===== src/rtl/pe_pkg.sv =====
// Shared types, default parameters and fixed-point helpers for the
// weight/output-stationary processing element.
package pe_pkg;

   typedef enum logic {
      PE_MODE_WS = 1'b0,
      PE_MODE_OS = 1'b1
   } pe_mode_e;

   localparam int PE_DATA_WIDTH_DEF = 16;
   localparam int PE_FRAC_BITS_DEF  = 8;
   localparam int PE_ACC_WIDTH_DEF  = 40;
   localparam int PE_SATURATE_DEF   = 1;

   // Wide scratch type used by the helpers so that one set of functions
   // serves every operand width used in the PE.
   localparam int PE_CALC_W = 128;
   typedef logic signed [PE_CALC_W-1:0] pe_calc_t;
   localparam pe_calc_t PE_CALC_ONE = 128'sd1;

   // Round half up, then drop 'frac' fractional bits (frac >= 1).
   function automatic pe_calc_t fxp_round_shift(input pe_calc_t value, input int frac);
      pe_calc_t half;
      half = PE_CALC_ONE <<< (frac - 1);
      return (value + half) >>> frac;
   endfunction

   // Two's-complement wrap of 'value' to 'width' bits, sign-extended back.
   function automatic pe_calc_t wrap_signed(input pe_calc_t value, input int width);
      return (value <<< (PE_CALC_W - width)) >>> (PE_CALC_W - width);
   endfunction

   // True when 'value' is representable as a signed 'width'-bit number.
   function automatic logic fits_signed(input pe_calc_t value, input int width);
      return (wrap_signed(value, width) == value);
   endfunction

   // Clamp to the signed 'width'-bit range when 'sat' is set, else wrap.
   function automatic pe_calc_t sat_signed(input pe_calc_t value, input int width,
                                           input logic sat);
      pe_calc_t max_v;
      pe_calc_t min_v;
      pe_calc_t res;
      max_v = (PE_CALC_ONE <<< (width - 1)) - PE_CALC_ONE;
      min_v = -(PE_CALC_ONE <<< (width - 1));
      if (fits_signed(value, width)) begin
         res = value;
      end else if (sat) begin
         if (value < min_v) begin
            res = min_v;
         end else begin
            res = max_v;
         end
      end else begin
         res = wrap_signed(value, width);
      end
      return res;
   endfunction

endpackage


===== src/rtl/pe_fxp_mac.sv =====
// Combinational fixed-point arithmetic of the PE: product, rounding,
// WS psum add, OS accumulate and OS drain, each with overflow detection.
module pe_fxp_mac
   import pe_pkg::*;
#(
   parameter int DATA_WIDTH = PE_DATA_WIDTH_DEF,
   parameter int FRAC_BITS  = PE_FRAC_BITS_DEF,
   parameter int ACC_WIDTH  = PE_ACC_WIDTH_DEF,
   parameter int SATURATE   = PE_SATURATE_DEF
) (
   input  logic signed [DATA_WIDTH-1:0] act_in,
   input  logic signed [DATA_WIDTH-1:0] weight,
   input  logic signed [DATA_WIDTH-1:0] psum_in,
   input  logic signed [ACC_WIDTH-1:0]  acc,
   output logic signed [DATA_WIDTH-1:0] ws_psum,
   output logic                         ws_ovf,
   output logic signed [ACC_WIDTH-1:0]  acc_sum,
   output logic                         acc_ovf,
   output logic signed [ACC_WIDTH-1:0]  prod_ext,
   output logic signed [DATA_WIDTH-1:0] drain_psum,
   output logic                         drain_ovf
);

   // The WS sum is formed at this width before it is clamped to DATA_WIDTH.
   localparam int   SUM_W  = DATA_WIDTH + FRAC_BITS + 2;
   localparam logic SAT_EN = (SATURATE != 0);

   pe_calc_t prod_c;
   pe_calc_t rnd_c;
   pe_calc_t sum_c;
   pe_calc_t ws_c;
   pe_calc_t accsum_c;
   pe_calc_t acc_c;
   pe_calc_t drain_raw_c;
   pe_calc_t drain_c;

   // Full-precision product and the three result paths derived from it.
   always_comb begin
      prod_c      = pe_calc_t'(act_in) * pe_calc_t'(weight);
      prod_ext    = prod_c[ACC_WIDTH-1:0];

      rnd_c       = fxp_round_shift(prod_c, FRAC_BITS);
      sum_c       = wrap_signed(rnd_c + pe_calc_t'(psum_in), SUM_W);
      ws_c        = sat_signed(sum_c, DATA_WIDTH, SAT_EN);
      ws_ovf      = ~fits_signed(sum_c, DATA_WIDTH);
      ws_psum     = ws_c[DATA_WIDTH-1:0];

      accsum_c    = pe_calc_t'(acc) + prod_c;
      acc_c       = sat_signed(accsum_c, ACC_WIDTH, SAT_EN);
      acc_ovf     = ~fits_signed(accsum_c, ACC_WIDTH);
      acc_sum     = acc_c[ACC_WIDTH-1:0];

      // Accumulator carries 2*FRAC_BITS fraction; bring it back to Q format.
      drain_raw_c = fxp_round_shift(pe_calc_t'(acc), FRAC_BITS);
      drain_c     = sat_signed(drain_raw_c, DATA_WIDTH, SAT_EN);
      drain_ovf   = ~fits_signed(drain_raw_c, DATA_WIDTH);
      drain_psum  = drain_c[DATA_WIDTH-1:0];
   end

endmodule


===== src/rtl/pe_fxp_wsos.sv =====
// Systolic processing element with run-time WS/OS dataflow, double-buffered
// weights, registered east/south forwarding and sticky status flags.
module pe_fxp_wsos
   import pe_pkg::*;
#(
   parameter int DATA_WIDTH = PE_DATA_WIDTH_DEF,
   parameter int FRAC_BITS  = PE_FRAC_BITS_DEF,
   parameter int ACC_WIDTH  = PE_ACC_WIDTH_DEF,
   parameter int SATURATE   = PE_SATURATE_DEF
) (
   input  logic                         clk,
   input  logic                         rst_n,
   input  logic                         pe_enabled,
   input  logic                         pe_mode_os,
   input  logic signed [DATA_WIDTH-1:0] pe_psum_in,
   input  logic                         pe_psum_valid_in,
   input  logic signed [DATA_WIDTH-1:0] pe_weight_in,
   input  logic                         pe_accept_w_in,
   input  logic signed [DATA_WIDTH-1:0] pe_input_in,
   input  logic                         pe_valid_in,
   input  logic                         pe_switch_in,
   input  logic                         pe_drain_in,
   input  logic                         pe_ovf_clr,
   output logic signed [DATA_WIDTH-1:0] pe_psum_out,
   output logic                         pe_psum_valid_out,
   output logic signed [DATA_WIDTH-1:0] pe_weight_out,
   output logic                         pe_accept_w_out,
   output logic signed [DATA_WIDTH-1:0] pe_input_out,
   output logic                         pe_valid_out,
   output logic                         pe_switch_out,
   output logic                         pe_drain_out,
   output logic                         pe_ovf_sticky,
   output logic                         pe_err_sticky
);

   logic signed [DATA_WIDTH-1:0] active_w;
   logic signed [DATA_WIDTH-1:0] inactive_w;
   logic signed [ACC_WIDTH-1:0]  acc;
   pe_mode_e                     mode;
   pe_mode_e                     mode_prev;
   logic                         mode_seen;
   logic                         mode_change;
   logic                         ovf_event;
   logic                         err_event;

   logic signed [DATA_WIDTH-1:0] ws_psum;
   logic                         ws_ovf;
   logic signed [ACC_WIDTH-1:0]  acc_sum;
   logic                         acc_ovf;
   logic signed [ACC_WIDTH-1:0]  prod_ext;
   logic signed [DATA_WIDTH-1:0] drain_psum;
   logic                         drain_ovf;

   pe_fxp_mac #(
      .DATA_WIDTH (DATA_WIDTH),
      .FRAC_BITS  (FRAC_BITS),
      .ACC_WIDTH  (ACC_WIDTH),
      .SATURATE   (SATURATE)
   ) u_mac (
      .act_in     (pe_input_in),
      .weight     (active_w),
      .psum_in    (pe_psum_in),
      .acc        (acc),
      .ws_psum    (ws_psum),
      .ws_ovf     (ws_ovf),
      .acc_sum    (acc_sum),
      .acc_ovf    (acc_ovf),
      .prod_ext   (prod_ext),
      .drain_psum (drain_psum),
      .drain_ovf  (drain_ovf)
   );

   // Decode mode, detect a mode change and collect this cycle's flag events.
   always_comb begin
      mode        = pe_mode_e'(pe_mode_os);
      mode_change = mode_seen & (mode != mode_prev);
      ovf_event   = 1'b0;
      err_event   = 1'b0;
      if (mode == PE_MODE_WS) begin
         if (pe_valid_in) begin
            ovf_event = ws_ovf;
         end else begin
            ovf_event = 1'b0;
         end
      end else begin
         if (pe_drain_in) begin
            ovf_event = drain_ovf;
            err_event = pe_psum_valid_in;
         end else if (pe_valid_in) begin
            ovf_event = acc_ovf;
         end else begin
            ovf_event = 1'b0;
         end
      end
   end

   // Forward control strobes and activation/weight data east/south.
   always_ff @(posedge clk or negedge rst_n) begin
      if (!rst_n) begin
         pe_valid_out    <= 1'b0;
         pe_switch_out   <= 1'b0;
         pe_drain_out    <= 1'b0;
         pe_accept_w_out <= 1'b0;
         pe_input_out    <= {DATA_WIDTH{1'b0}};
         pe_weight_out   <= {DATA_WIDTH{1'b0}};
      end else if (pe_enabled) begin
         pe_valid_out    <= pe_valid_in;
         pe_switch_out   <= pe_switch_in;
         pe_drain_out    <= pe_drain_in;
         pe_accept_w_out <= pe_accept_w_in;
         if (pe_valid_in) begin
            pe_input_out <= pe_input_in;
         end
         pe_weight_out   <= pe_accept_w_in ? pe_weight_in : {DATA_WIDTH{1'b0}};
      end else begin
         // Strobes drop while stalled so downstream never sees an event twice.
         pe_valid_out    <= 1'b0;
         pe_switch_out   <= 1'b0;
         pe_drain_out    <= 1'b0;
         pe_accept_w_out <= 1'b0;
      end
   end

   // Weight double buffer; a same-cycle switch picks up the old inactive value.
   always_ff @(posedge clk or negedge rst_n) begin
      if (!rst_n) begin
         active_w   <= {DATA_WIDTH{1'b0}};
         inactive_w <= {DATA_WIDTH{1'b0}};
      end else if (pe_enabled) begin
         if (pe_accept_w_in) begin
            inactive_w <= pe_weight_in;
         end
         if (pe_switch_in) begin
            active_w <= inactive_w;
         end
      end
   end

   // Psum output path for both dataflows plus the OS accumulator.
   always_ff @(posedge clk or negedge rst_n) begin
      if (!rst_n) begin
         pe_psum_out       <= {DATA_WIDTH{1'b0}};
         pe_psum_valid_out <= 1'b0;
         acc               <= {ACC_WIDTH{1'b0}};
         mode_prev         <= PE_MODE_WS;
         mode_seen         <= 1'b0;
      end else if (pe_enabled) begin
         mode_prev <= mode;
         mode_seen <= 1'b1;

         if (mode == PE_MODE_WS) begin
            pe_psum_valid_out <= pe_valid_in;
            pe_psum_out       <= pe_valid_in ? ws_psum : {DATA_WIDTH{1'b0}};
         end else if (pe_drain_in) begin
            // Own result wins over any pass-through arriving this cycle.
            pe_psum_valid_out <= 1'b1;
            pe_psum_out       <= drain_psum;
         end else if (pe_psum_valid_in) begin
            pe_psum_valid_out <= 1'b1;
            pe_psum_out       <= pe_psum_in;
         end else begin
            pe_psum_valid_out <= 1'b0;
         end

         if (mode_change) begin
            acc <= {ACC_WIDTH{1'b0}};
         end else if (mode == PE_MODE_OS) begin
            if (pe_drain_in) begin
               acc <= pe_valid_in ? prod_ext : {ACC_WIDTH{1'b0}};
            end else if (pe_valid_in) begin
               acc <= acc_sum;
            end
         end
      end else begin
         pe_psum_valid_out <= 1'b0;
      end
   end

   // Sticky overflow/collision flags; clear beats a same-cycle set.
   always_ff @(posedge clk or negedge rst_n) begin
      if (!rst_n) begin
         pe_ovf_sticky <= 1'b0;
         pe_err_sticky <= 1'b0;
      end else if (pe_enabled) begin
         if (pe_ovf_clr) begin
            pe_ovf_sticky <= 1'b0;
            pe_err_sticky <= 1'b0;
         end else begin
            pe_ovf_sticky <= pe_ovf_sticky | ovf_event;
            pe_err_sticky <= pe_err_sticky | err_event;
         end
      end
   end

endmodule


===== config.mk =====
export PLATFORM = sky130hd
export DESIGN_NAME = pe_fxp_wsos
export DESIGN_NICKNAME = d
export VERILOG_FILES = /design/src/rtl/pe_pkg.sv /design/src/rtl/pe_fxp_mac.sv /design/src/rtl/pe_fxp_wsos.sv
export SDC_FILE = /design/constraint.sdc
export NUM_CORES = 1
export LEC_CHECK = 0
export CORE_ASPECT_RATIO = 1.2
export CORE_MARGIN = 3
export CORE_UTILIZATION = 60
export DETAILED_ROUTE_END_ITERATION = 12
export GPL_TIMING_DRIVEN = 0
export MAX_ROUTING_LAYER = met4
export PLACE_DENSITY = 0.8
export SYNTH_ARGS = -nofsm -noshare
export SYNTH_HDL_FRONTEND = slang
export SYNTH_SLANG_ARGS = --single-unit

===== constraint.sdc =====
create_clock -name clk -period 27.5 [get_ports clk]
set_input_delay 5.5 -clock clk [delete_from_list [all_inputs] [get_ports clk]]
set_output_delay 5.5 -clock clk [all_outputs]
set_load 0.03 [all_outputs]

==> impl_metrics.py, run 1 <==
metrics = {
    "logic_synthesis": {
        "synth-edff-count": 0,
        "syn_inst": 2410,
        "synth_top_area_frac": 0.2574,
        "ys_types": 86,
        "synth-seq-cells": 129,
        "synth_xor_area_frac": 0.05161,
        "syn_area_per_cell_um2": 8.521,
        "yosys.area.top_type": "fa_1",
        "synth_top_family_by_area": "adder cells",
        "synth_nets": 2890,
        "synth-simple-area-share": 0.1777,
        "muxShareOfSynthArea": 0.01901,
        "synth-compound-area-share": 0.1558,
        "synth.area.top_cells": "fa_1 (26%), dfrtp_1 (16%), ha_1 (9.6%)",
        "synth-warning-count": 0,
        "ys_seq_area_frac": 0.1572,
        "yosysMostFrequentCell": "inv_1",
        "synthAdderAreaFrac": 0.3536,
        "synth_ff_type": "dfrtp_1",
        "syn-cell-area_um2": 20530,
        "async_flop_share": 1.000,
        "synthTopCellsByCount": "inv_1 (367), nand2_1 (306), fa_1 (264)",
    },
    "clocking": {
        "numCtsBuffers": 17,
        "cts_tree": "done",
        "clk_pin_slew_worst_paths_ns": 0.07,
        "cts_hold_buf": 0,
        "h-tree-depth": 4,
        "clock_latency_ns": 0.44,
        "clock_sinks": 129,
        "cts_resized": 0,
        "post_cts_buffers": 0,
        "cts_root_buf": "clkbuf_16",
        "cts_max_path_buffers": 2,
    },
    "sta": {
        "setup_violations": 0,
        "slew-limit-headroom": 0.3142,
        "skew_ns": 0.02028,
        "finalCritPeriodShare": 0.6236,
        "finalHoldViolCount": 0,
        "worstMarginPinSlew_ns": 1.015,
        "min_period_ns": 17.15,
        "fmax_mhz": 58.31,
        "totalNegativeSetupSlack_ns": 0,
        "rsz0062_at_grt": "no",
        "slew_viol_final": 0,
    },
    "setup_path": {
        "worst_path_max_delay_cell": "fa_1",
        "crit_type": "in2reg",
        "slowest_delay_ns": 0.95,
        "cp_max_fo": 10,
        "worstPathArrival_ns": 17.49,
        "r2r-start": "active_w[3]",
        "rrSetupSlack_ns": 15.56,
        "ff2ff_path_depth": 38,
        "required_ns": 27.84,
        "worstReg2RegEnd": "acc[30]",
        "worstSetupStartpointType": "input port",
        "end_kind": "flip-flop",
    },
    "floorplan": {
        "fp-row-count": 73,
        "pin_count": 113,
        "die_w_um": 174.9,
        "fp.coreArea_um2": 33430,
        "start_util": 0.6143,
        "die_h_um": 208.7,
        "fp.dieArea_um2": 36490,
    },
    "place": {
        "io_buffers": 110,
        "post_dp_cell_area_um2": 22240,
        "hpwl_um": 49070,
        "place_congestion": 1.061,
    },
    "routing": {
        "drt-wirelength-per-cell_um": 20.44,
        "via_per_inst": 6.030,
        "num_vias": 18114,
        "drt-total-wl_um": 61390,
        "drtPass1Iterations": 5,
        "drc": 0,
        "antenna_left": 0,
        "drt_first_iter_violations": 1295,
    },
    "finish": {
        "utilization": 0.6829,
        "num_antenna_cells": 0,
        "area_growth_pct": 11.17,
        "final_nets": 3021,
        "drive_gt1_frac": 0.04190,
        "design_area_um2": 22830,
    },
    "global_routing": {
        "globalRouteOverflowTotal": 0,
        "grt_usage": 0.3533,
        "antenna_found_initial": 0,
        "grt_pass1_vias": 18694,
        "grt_max_degree": 95,
        "grt_pass1_wl_um": 99620,
    },
    "worst_hold_path": {
        "hold_start": "inactive_w[14]",
        "min_path_type": "reg2reg",
        "hold_end": "inactive_w[14]",
        "holdPathStages": 2,
    },
    "status": {
        "outcome": "complete, no violations",
    },
    "run": {
        "drv_cap": 0,
    },
}
## cells in the final DEF, fill, tap and decap left out, types with 18 or more instances in the layout
| cell type | netlist | final |
|---|---|---|
| nand3_1 | 49 | 49 |
| xnor2_1 | 84 | 84 |
| nand2b_1 | 22 | 22 |
| inv_1 | 367 | 367 |
| nor2_1 | 108 | 108 |
| and3_1 | 26 | 26 |
| a21oi_1 | 123 | 123 |
| clkbuf_1 | 81 | 81 |
| a211oi_1 | 26 | 26 |
| ha_1 | 158 | 158 |
| a21o_1 | 54 | 54 |
| nand4_1 | 29 | 29 |
| and2_1 | 126 | 126 |
| o21ai_0 | 120 | 120 |
| clkdlybuf4s50_1 | 0 | 109 |
| nand2_1 | 306 | 306 |
| fa_1 | 264 | 264 |
| mux2_2 | 32 | 32 |
| dfrtp_1 | 129 | 129 |
| nor3_1 | 24 | 24 |
| o21a_1 | 18 | 18 |
| xor2_1 | 37 | 37 |
## registers in the layout, summed over array words and instances, names as in the netlist
name and cells:
acc 40, active_w 16, inactive_w 16, mode_prev 1
mode_seen 1, pe_accept_w_out 1, pe_drain_out 1, pe_err_sticky 1
pe_input_out 16, pe_ovf_sticky 1, pe_psum_out 16, pe_psum_valid_out 1
pe_switch_out 1, pe_valid_out 1, pe_weight_out 16
## per-layer routing
layer,part of all wire,global-route usage,up-vias
li1,-,-,8223
met1,0.38,0.4254,8853
met5,0,-,-
met3,0.071,0.05053,228
met4,0.069,0.1949,0
met2,0.48,0.5742,810
## how the worst max path moves through the flow
stage	slack, ns	start	end
final	10.35	pe_input_in[15]	acc[30]
after global routing	9.72	pe_input_in[15]	acc[29]
after CTS	10.52	pe_input_in[15]	acc[30]
after detailed placement	10.09	pe_input_in[15]	acc[30]
after global placement	10.44	pe_input_in[15]	acc[4]
after floorplan	12.90	pe_input_in[15]	acc[36]
## area by class of cell
cell class                      instances  area (µm²)
Timing Repair Buffer                  112        1137
Clock buffer                           17       425.4
Tap cell                              450       563.0
Buffer                                 91       356.6
Clock inverter                         15       163.9
Inverter                              370        1389
Fill cell                            2710       10600
Sequential cell                       129        3228
Multi-Input combinational cell       1820       15570
## kinds of logic (layout without fill, tap and decap cells)
group	Yosys count	count (layout)
AO/OA/AOI/OAI	491	491
XOR/XNOR	121	121
adder cells (fa/ha/maj)	422	422
buffers and inverters	461	605
flip-flops	129	129
multiplexers	35	35
AND/OR/NAND/NOR	751	751
## stage by stage
stage	worst slack, ns	hold slack (ns)	instances
2_1_floorplan	12.90	0.4419	2410
3_3_place_gp	10.44	0.4608	2970
3_5_place_dp	10.09	0.4635	2972
4_1_cts	10.52	0.4831	3004
5_1_grt	9.717	0.5135	3004
6_report	10.35	0.4818	3004
## critical path, delay by kind of cell
kind            cells  cell delay [ns]
fa+ha+maj           9             4.79
mux                 1             0.29
compound gates     12             3.00
simple gates        7             1.12
buf+inv            10             2.77
Power of run 1 is not shown: default switching activity piles up to over one toggle a cycle in this logic, so the estimate is an artifact.
==> inputs of run 2 (changes only) <==
Clock period 27.5 ns to 17.3 ns, I/O delays scaled along.
==> results of run 2 <==
Same layout as run 1 (identical final DEF). Status: complete, no violations.
Main changes from that run: setup slack after placement 10.09 ns -> 1.929 ns; setup slack after layout 10.35 ns -> 2.190 ns; register-to-register setup slack 15.56 ns -> 5.36 ns
Power of run 2 is left out for the same reason.
==> inputs of run 3 (changes only) <==
Settings changed: DONT_BUFFER_PORTS from default to 1, PLACE_DENSITY 0.8 to 0.76.
==> run 3 against run 2 <==
- count of clock-buffer cells in the layout stayed put
- sequential share of layout area is 0.74 points higher
- critical path type unchanged
- core utilization is 3.4 points lower
- routed wire length is 0.44% higher
- cell count is 3.7% lower
- worst setup slack better by 0.95 ns
==> impl_metrics.py, run 3 (same netlist as run 1, synthesis figures left out) <==
metrics = {
    "global_routing": {
        "antenna_found_initial": 1,
        "grt_pass1_wl_um": 99460,
        "grt_max_degree": 130,
        "grt_usage": 0.3575,
        "grt_pass1_vias": 18129,
        "globalRouteOverflowTotal": 0,
    },
    "setup_path": {
        "worstSetupStartpointType": "input port",
        "cp_max_fo": 10,
        "worstPathArrival_ns": 14.52,
        "required_ns": 17.66,
        "slowest_delay_ns": 0.93,
        "crit_type": "in2reg",
        "end_kind": "flip-flop",
        "worst_path_max_delay_cell": "fa_1",
    },
    "clocking": {
        "cts_root_buf": "clkbuf_16",
        "clock_latency_ns": 0.44,
        "cts_tree": "done",
        "cts_hold_buf": 0,
        "clk_pin_slew_worst_paths_ns": 0.07,
        "cts_max_path_buffers": 2,
        "h-tree-depth": 4,
        "cts_resized": 0,
        "clock_sinks": 129,
        "post_cts_buffers": 0,
        "numCtsBuffers": 17,
    },
    "floorplan": {
        "start_util": 0.6143,
        "fp.dieArea_um2": 36490,
        "die_h_um": 208.7,
        "pin_count": 113,
        "fp-row-count": 73,
        "die_w_um": 174.9,
        "fp.coreArea_um2": 33430,
    },
    "finish": {
        "largest_reg_flops": 40,
        "drive_gt1_frac": 0.04259,
        "design_area_um2": 21700,
        "fillers": 2862,
        "most-common-layout-cells": "inv_1 (367), nand2_1 (306), fa_1 (264)",
        "area_growth_pct": 5.661,
        "final_common_cell": "inv_1",
        "largest_register": "acc",
        "layout.cells.non_filler": 2893,
        "final_nets": 2909,
        "utilization": 0.6490,
    },
    "sta": {
        "setup_violations": 0,
        "finalHoldViolCount": 0,
        "slew-limit-headroom": 0.3638,
        "skew_ns": 0.01157,
        "min_period_ns": 14.16,
        "slew_viol_final": 0,
        "worstMarginPinSlew_ns": 0.9486,
        "fmax_mhz": 70.63,
        "rsz0062_at_grt": "no",
        "finalCritPeriodShare": 0.8184,
        "totalNegativeSetupSlack_ns": 0,
    },
    "place": {
        "io_buffers": 0,
        "post_dp_cell_area_um2": 21100,
        "place_inst": 2860,
        "place_congestion": 0.9776,
        "hpwl_um": 49870,
    },
    "routing": {
        "drtPass1Iterations": 6,
        "drt-total-wl_um": 61660,
        "drt-wirelength-per-cell_um": 21.31,
        "antenna_left": 0,
        "drc": 0,
        "via_per_inst": 6.011,
        "drt_first_iter_violations": 1261,
        "num_vias": 17389,
    },
    "status": {
        "outcome": "complete, no violations",
    },
    "worst_hold_path": {
        "min_path_type": "reg2reg",
    },
    "run": {
        "drv_cap": 0,
    },
}
==> run 3: area by class of cell <==
type / instances / area (µm²) / share of cell area
diodes: 1 / 2.502 / 0.0001153
multi-input cells: 1820 / 15570 / 0.7174
clock inverters: 15 / 166.4 / 0.007670
inverters: 370 / 1389 / 0.06401
plain buffers: 91 / 356.6 / 0.01644
flip-flops and latches: 129 / 3228 / 0.1488
well taps: 450 / 563.0 / 0.02595
clock buffers: 17 / 425.4 / 0.01961
==> run 3: per-layer routing <==
layer	GRT usage	part of all wire
met5	-	0
met4	0.1676	0.058
met3	0.06216	0.067
met2	0.5999	0.49
met1	0.4194	0.38
==> run 3: stage by stage <==
stage / setup WS [ns] / hold slack (ns)
floorplan: 4.743 / 0.4419
global placement: 2.893 / 0.4598
detailed placement: 2.771 / 0.4661
CTS: 3.218 / 0.4828
global route: 2.337 / 0.5022
finish: 3.143 / 0.4784
==> run 3: critical path, delay by kind of cell <==
| family | cells | cell delay, ns |
|---|---|---|
| AOI/OAI and AO/OA | 12 | 2.91 |
| adders and majority gates | 9 | 4.80 |
| buffers and inverters | 9 | 1.99 |
| muxes | 1 | 0.25 |
| and+or+nand+nor | 7 | 1.07 |
==> run 3: worst paths after layout <==
kind / endpoint / startpoint / slack (ns) / cells past startpoint
worst max-delay path: acc[29] / pe_input_in[15] / 3.14 / 38
worst min-delay path: inactive_w[6] / inactive_w[6] / 0.48 / 2
worst max register to register: acc[29] / active_w[3] / 5.53 / 38
worst min register to register: inactive_w[6] / inactive_w[6] / 0.48 / 2
max in group asynchronous: pe_input_out[5] / rst_n / 14.26 / 0
min in group asynchronous: acc[37] / rst_n / 2.72 / 0
Power of run 3 is left out for the same reason.
